<file path="src/rtl/peg_input_encoder.sv">
// Player-side peg-entry encoder: debounces the confirm/undo keys into a 00/01/10
// code stream, latches the peg colour, and tracks turn, win and game-over.
module peg_input_encoder #(
  parameter int DEBOUNCE  = 250000,
  parameter int CNT_W     = 18,
  parameter int MIN_GAP   = 4,
  parameter int MAX_TURNS = 10
) (
  input  logic       clk,
  input  logic       reset,
  input  logic       key_confirm_n,
  input  logic       key_undo_n,
  input  logic [2:0] sw_color,
  input  logic [1:0] go,
  output logic [1:0] data,
  output logic [2:0] color_out,
  output logic [3:0] turn,
  output logic       won,
  output logic       game_over
);

  typedef enum logic [2:0] {WREL, IDLE, DEB, ACT, GAP} state_t;

  localparam logic [CNT_W-1:0] DEB_MAX   = CNT_W'(DEBOUNCE);
  localparam logic [CNT_W-1:0] GAP_LAST  = CNT_W'(MIN_GAP - 1);
  localparam logic [3:0]       LAST_TURN = 4'(MAX_TURNS - 1);
  localparam logic [1:0]       CODE_IDLE = 2'b00;
  localparam logic [1:0]       CODE_CONF = 2'b01;
  localparam logic [1:0]       CODE_UNDO = 2'b10;

  state_t           state, state_nxt;
  logic [CNT_W-1:0] cnt, cnt_nxt;
  logic [1:0]       data_nxt;
  logic [2:0]       color_nxt;
  logic             sel_undo, sel_nxt;
  logic [1:0]       conf_sync, undo_sync;
  logic [1:0]       go_q;
  logic             conf_pressed, undo_pressed, any_pressed, sel_pressed;
  logic             turn_done;

  // Synchronizers park at "released" so reset never fabricates a press.
  always_ff @(posedge clk) begin
    if (reset) begin
      conf_sync <= 2'b11;
      undo_sync <= 2'b11;
    end else begin
      // NOTE: non-blocking assignments keep the flop chain a true two-stage shift.
      conf_sync <= {conf_sync[0], key_confirm_n};
      undo_sync <= {undo_sync[0], key_undo_n};
    end
  end

  assign conf_pressed = ~conf_sync[1];
  assign undo_pressed = ~undo_sync[1];
  assign any_pressed  = conf_pressed | undo_pressed;
  assign sel_pressed  = sel_undo ? undo_pressed : conf_pressed;

  always_ff @(posedge clk) begin
    if (reset) begin
      state     <= WREL;
      cnt       <= '0;
      data      <= CODE_IDLE;
      color_out <= 3'b000;
      sel_undo  <= 1'b0;
    end else begin
      state     <= state_nxt;
      cnt       <= cnt_nxt;
      data      <= data_nxt;
      color_out <= color_nxt;
      sel_undo  <= sel_nxt;
    end
  end

  always_comb begin
    // NOTE: every output gets a default first, so no path can infer a latch.
    state_nxt = state;
    cnt_nxt   = cnt;
    data_nxt  = data;
    color_nxt = color_out;
    sel_nxt   = sel_undo;
    unique case (state)
      WREL: begin
        data_nxt = CODE_IDLE;
        if (any_pressed) begin
          cnt_nxt = '0;
        end else if (cnt == DEB_MAX) begin
          state_nxt = IDLE;
          cnt_nxt   = '0;
        end else begin
          cnt_nxt = cnt + 1'b1;
        end
      end
      IDLE: begin
        data_nxt = CODE_IDLE;
        cnt_nxt  = '0;
        if (!game_over && any_pressed) begin
          state_nxt = DEB;
          cnt_nxt   = CNT_W'(1);
          sel_nxt   = ~conf_pressed;  // confirm wins a tie
        end
      end
      DEB: begin
        data_nxt = CODE_IDLE;
        if (!sel_pressed) begin
          state_nxt = IDLE;
          cnt_nxt   = '0;
        end else if (cnt == DEB_MAX) begin
          state_nxt = ACT;
          cnt_nxt   = '0;
          data_nxt  = sel_undo ? CODE_UNDO : CODE_CONF;
          if (!sel_undo) color_nxt = sw_color;
        end else begin
          cnt_nxt = cnt + 1'b1;
        end
      end
      ACT: begin
        if (sel_pressed) begin
          cnt_nxt = '0;
        end else if (cnt == DEB_MAX) begin
          state_nxt = GAP;
          cnt_nxt   = '0;
          data_nxt  = CODE_IDLE;
        end else begin
          cnt_nxt = cnt + 1'b1;
        end
      end
      GAP: begin
        data_nxt = CODE_IDLE;
        if (cnt == GAP_LAST) begin
          state_nxt = any_pressed ? WREL : IDLE;
          cnt_nxt   = '0;
        end else begin
          cnt_nxt = cnt + 1'b1;
        end
      end
      default: begin
        state_nxt = WREL;
        cnt_nxt   = '0;
        data_nxt  = CODE_IDLE;
      end
    endcase
  end

  // A long go=01 pulse counts as a single turn completion.
  assign turn_done = (go == 2'b01) && (go_q != 2'b01);

  always_ff @(posedge clk) begin
    if (reset) begin
      go_q      <= 2'b00;
      turn      <= 4'd0;
      won       <= 1'b0;
      game_over <= 1'b0;
    end else begin
      go_q <= go;
      if (turn_done) begin
        if (turn < LAST_TURN) turn <= turn + 1'b1;
        else                  game_over <= 1'b1;
      end
      if (go == 2'b10) begin
        won       <= 1'b1;
        game_over <= 1'b1;
      end
    end
  end

endmodule

</file>
<file path="config.mk">
export PLATFORM = sky130hd
export DESIGN_NAME = peg_input_encoder
export DESIGN_NICKNAME = d
export VERILOG_FILES = /design/src/rtl/peg_input_encoder.sv
export SDC_FILE = /design/constraint.sdc
export NUM_CORES = 1
export LEC_CHECK = 0
export ABC_AREA = 1
export CAP_MARGIN = 5
export CORE_MARGIN = 3
export CORE_UTILIZATION = 46
export DETAILED_ROUTE_END_ITERATION = 7
export PLACE_DENSITY = 0.78
export SLEW_MARGIN = 0
export SYNTH_ARGS = -nofsm -noshare
export SYNTH_HDL_FRONTEND = slang
export SYNTH_SLANG_ARGS = --single-unit
</file>
<file path="constraint.sdc">
create_clock -name clk -period 3.6 [get_ports clk]
set_input_delay 0.36 -clock clk [delete_from_list [all_inputs] [get_ports clk]]
set_output_delay 0.36 -clock clk [all_outputs]
set_load 0.01 [all_outputs]
</file>
* After elaboration in Yosys (flattened, before gate mapping)
Index checks and enable logic that the tools add are counted.
** Cells by class
- Bitwise gates (word level) :: 4
- Multiplexer cells :: 27
- Reduce and logical (&&, ||, !) cells :: 11
- Add/sub/neg operators :: 2
- Order comparisons :: 1
- Equal/unequal tests :: 17
** Operators by type and width (count)
- $mux 18 :: 5
- $pmux 18 s5 :: 1
- $mux 3 :: 8
- $add 18x1->18 const B :: 1
- $eq 18x18->1 const B :: 1
- $eq 18x2->1 const B :: 1
- $pmux 3 s5 :: 1
- $ne 2x2->1 const B :: 6
- $mux 2 :: 5
- $reduce_and 2->1 :: 4
- $reduce_and 7->1 :: 1
- $eq 3x2->1 const B :: 2
- $mux 1 :: 6
- $add 4x1->4 const B :: 1
- $lt 4x4->1 const B :: 1
- $ne 2x1->1 const B :: 2
- $pmux 2 s2 :: 1
- $reduce_and 4->1 :: 1
- $eq 3x1->1 const B :: 1
- $eq 3x3->1 const B :: 1
- $logic_not 3->1 :: 1
- $ne 3x3->1 const B :: 1
- $not 1->1 :: 3
- $eq 2x1->1 const B :: 1
- other kinds (5) :: 6
** Storage, ports and cells
- Input bits :: 9
- Bits in registers :: 39

* Depth between registers and ports, before layout
- Depth in word-level cells :: 5
- Depth in mapped cells :: 10

* Least setup slack after synthesis
No wires, ideal clock.
- Path type :: register -> register
- Start point :: register cnt[1]
- End point :: register cnt[16]
- Stages on the path, launching flop included :: 11
- Clock period less this slack :: 1436 ps
- Path buffers :: 0
- Data arrival time :: 1321 ps
- Setup time :: 115 ps
- Path slack :: 2164 ps
- Cell sequence :: dfxtp_1 > ha_1 > nand2_1 > nor2_2 > nand2_2 > nor2_4 > nand3_2 > nor2_2 > nand2_1 > xor2_1 > nor2_2
** Between the ends
- Word-level cells in the longest chain between the ends :: 4
** Ends and longest elaborated chain
- start: declaration :: RTL line 32 : logic [CNT_W-1:0] cnt, cnt_nxt;
- start signal: assignment :: RTL line 67 : cnt <= cnt_nxt;
- $add 18x1->18 or $eq 18x18->1 (tied branches)
- $mux 18 :: RTL line 86, 107, 119
- $mux 18, on equally long branches :: RTL line 117, 104, 84
- $pmux 18 s5 * :: RTL line 81 : unique case (state)
Mark *: on every way between the ends. The rest lies on a longest branch, timed or not.
A chain may end at the register's enable or synchronous reset.

==> results.md <==
- At the pin with the least slew margin, the transition time is 0.502 ns.
- The number of hold buffers added after CTS is 0.
- The signal on the critical path passes through clkdlybuf4s50_1, a21oi_1, nand2_4, nor3_1.
- At the end of the flow, the number of nets in the layout was 300.
- The first-pass GRT wire length is 6520 um.
- The final setup skew is between 0.005 and 0.006 ns.
- After detailed routing, the number of remaining DRC violations is 0.
- The port buffer count is 19.
- The aggregate negative setup slack is 0 ns.
- Data arrives at the worst endpoint at between 1.5 and 2 ns.
- The HPWL after detailed placement is around 2600 um.
- By area the synthesized netlist is led by sky130_fd_sc_hd__dfxtp_1 40%, sky130_fd_sc_hd__nor2_1 8.8%, sky130_fd_sc_hd__nand2_1 6.5%.
- Once the clock tree was built, the resizer swapped 0 gates to a different size.
- In this run the horizontal extent of the chip is between 70 and 80 um.
- The largest net degree at the start of global routing is 19.
- The number of ports placed on the die boundary is 20.
- The maximum VDD drop is 0.290 mV.
- The reported leakage power is between 0.8 and 0.9 nW.
- The initial utilization of the core area, before any placement, comes to 48.1%.
- The number of core rows is 23.
- The first detailed-routing pass ran for 4 iterations.
- The number of unique standard cell types used by synthesis is 31.
- The run finished with clean final reports.
- In the final layout, the share of cells above drive strength 1 is 15.3%.
- Clock-pin slew was measured on the worst setup and hold paths at 0.07 ns.
- The cell with the largest stage delay on the worst path is sky130_fd_sc_hd__clkdlybuf4s50_1.
- The number of flip-flops and latches in the synthesized netlist is 39.
- After detailed routing, the average wire length per cell comes to 10.8 um.
- The library cell with the largest summed area after synthesis is sky130_fd_sc_hd__dfxtp_1.
- The CTS tree is done.
- The total count of hold-check failures in the final report came to 0.
- The number of buffers and inverters on the critical path is 1.
- The cell area after placement is ~0.0022 mm^2.
- The routed design could run at a clock period as short as 1.63 ns.
- Across all layers, the routed design uses 1693 vias.
- The number of slew-limit violations in the final report is 0.
- The total overflow left after global routing is 0.
- The endpoint type of the worst setup path is a register.
- The number of nets in the synthesized netlist is 276.
- The first routing iteration left 81 violations.
- The worst path uses a little under half of the clock period.
- The clock drives 39 sinks.
- The kind of launch point of the worst setup path is an input pin.
- The library cell used as clock root buffer is sky130_fd_sc_hd__clkbuf_8.
- In this run, synthesis inferred 0 flip-flops with an integrated enable.
- The post-synthesis cell area is 0.00195 mm^2.
- Of the synthesized area, sequential elements account for 40.0%.
- The final-layout fill cell count is 372.
- In this run the worst hold path is classified as register to register.
- Setup repair after global routing left no endpoint under its margin.
- The setup slack on the worst flop-to-flop path is 1.97 ns.
- In this run the tightest slew margin relative to its limit is 66.4%.
- The highest clock rate is 612 MHz.
- The instance count of the mapped netlist is roughly 260.
- The all-layer global routing usage is between 10% and 20%.
- The floorplan step set the die height to 71.2 um.
- Using the TritonRoute via totals, the vias-per-cell ratio works out to 5.01.
- The total wire length is roughly 3600 um.
- The share of flip-flops with an asynchronous set or reset after synthesis is 0%.
- The area of all placed cells without fillers is 0.00230 mm^2.
- The number of H-tree levels is 2.
- In this run the mean area of a mapped cell was approximately 7.4 um^2.
- The kind of cell adding the most delay to the critical path is buffers and inverters.
- Among all flip-flop cells after synthesis, the most frequent one is sky130_fd_sc_hd__dfxtp_1.
- The synthesized design devotes to its leading area cell type 40.0% of total area.
- The maximum clock insertion buffer count is 2.
- The layout overhead on the synthesized area is 17.6%.
- The count of synthesis-stage warnings from yosys is 0.
- The residual antenna-violating net count after detailed routing is 0.
- The post-layout total power is slightly below 0.9 mW.
- In this run the worst path has a maximum fanout of 18.
- The highest cell delay on the worst timing path is 0.66 ns.
- The worst setup path is of the input pin to register kind.
- The weighted congestion at the end of routability-driven global placement is 0.802.
- The number of global-route vias before repair is 1513.
- The antenna diode count is 0.
- The core area is 0.00406 mm^2.
- STA puts the critical path data required time at 3.81 ns.
- The initial antenna violation count is 0.
- After clock tree synthesis, the setup repair step added 0 buffers.
- For the worst-skew pair, the clock arrives at the later sink with an insertion delay of about 0.29 ns.
- The power density over the cells is 380 mW/mm^2.
- The final setup violation count is 0.
- Buffers inserted during clock tree synthesis total 5.
- Max-cap violations in this run came to 0.
- The die area is just over 0.005 mm^2.
layout make-up:
cell class,instances,area [um^2],share of cell area (%)
multi-input combinational,186,1010,44.0
clock inverter,2,35.0,1.53
timing repair buffer,19,190,8.28
sequential,39,781,34.0
tap,50,62.6,2.72
clock buffer,6,82.6,3.59
inverter,36,135,5.88
flip-flops by register name, indices dropped and copies added, names as in the netlist:
signal	count
undo_sync	2
conf_sync	2
won	1
cnt	18
turn	4
state	3
sel_undo	1
data	2
color_out	3
go_q	2
game_over	1
placed cells by master, fill, tap and decap left out, drive strengths merged, types with 2 or more instances in the layout:
master,count
nand2,42
a31oi,2
dfxtp,39
nor2,60
nand3,17
clkinv,3
nand3b,2
nor3,11
o21ai,13
nand4,4
or2,5
inv,34
a21oi,16
clkdlybuf4s50,19
clkbuf,6
ha,4
xor2,6
stage by stage:
stage          setup WS [ns]  hold WS (ns)  util, %  std cells
6_report                1.97         0.411     56.6        338
5_1_grt                 1.78         0.428     56.6        338
4_1_cts                 1.97         0.413     56.6        338
3_5_place_dp            1.67         0.396     53.7        330
3_3_place_gp            1.73         0.394     53.7        330
2_1_floorplan           2.16         0.389        -        263
Yosys cell counts (2+ instances only):
cell type                  count
sky130_fd_sc_hd__nand2_2       6
sky130_fd_sc_hd__dfxtp_1      39
sky130_fd_sc_hd__inv_2         3
sky130_fd_sc_hd__a21oi_1      15
sky130_fd_sc_hd__clkinv_1      2
sky130_fd_sc_hd__o21ai_0      11
sky130_fd_sc_hd__nor3_1        9
sky130_fd_sc_hd__nand3_1      14
sky130_fd_sc_hd__or2_2         4
sky130_fd_sc_hd__nor2_1       46
sky130_fd_sc_hd__a31oi_1       2
sky130_fd_sc_hd__nor2_4        3
sky130_fd_sc_hd__nor2_2       11
sky130_fd_sc_hd__nand3b_1      2
sky130_fd_sc_hd__inv_1        31
sky130_fd_sc_hd__nand4_1       4
sky130_fd_sc_hd__nand2_4       2
sky130_fd_sc_hd__o21ai_1       2
sky130_fd_sc_hd__ha_1          4
sky130_fd_sc_hd__xor2_1        6
sky130_fd_sc_hd__nor3_4        2
sky130_fd_sc_hd__nand2_1      34
sky130_fd_sc_hd__nand3_2       3
cells by family (layout without fill, tap and decap cells):
| logic type | count (synthesis) | count (layout) | synth area share, % |
|---|---|---|---|
| AO/OA/AOI/OAI | 33 | 33 | 9.22 |
| XOR/XNOR | 7 | 7 | 3.14 |
| AND/OR/NAND/NOR | 142 | 142 | 36.8 |
| buffers and inverters | 38 | 63 | 8.26 |
| adder cells (fa/ha/maj) | 4 | 4 | 2.56 |
| flip-flops | 39 | 39 | 40.0 |
routing by layer:
layer / GRT usage [%] / part of all wire [%] / vias up
met3: 3.41 / 3.4 / 6
met4: 5.01 / 1.4 / 0
met2: 24.9 / 48 / 29
li1: - / - / 888
met1: 20.4 / 47 / 770
met5: 0 / 0 / -
path summary, 6_finish.rpt:
check / start / end / cells past startpoint
worst max register to register: cnt[1] / cnt[16] / 10
worst max-delay path: reset / cnt[17] / 4
worst min register to register: conf_sync[0] / conf_sync[1] / 1
worst min-delay path: conf_sync[0] / conf_sync[1] / 1
where the power goes:
| part | leakage [nW] | total, mW | internal (mW) | switching, mW |
|---|---|---|---|---|
| sequential | 0.317 | 0.446 | 0.440 | 0.00591 |
| combinational | 0.517 | 0.0556 | 0.0254 | 0.0302 |
| clock | 0.0612 | 0.372 | 0.224 | 0.147 |
Note: power is estimated with default switching activity, not from simulation.
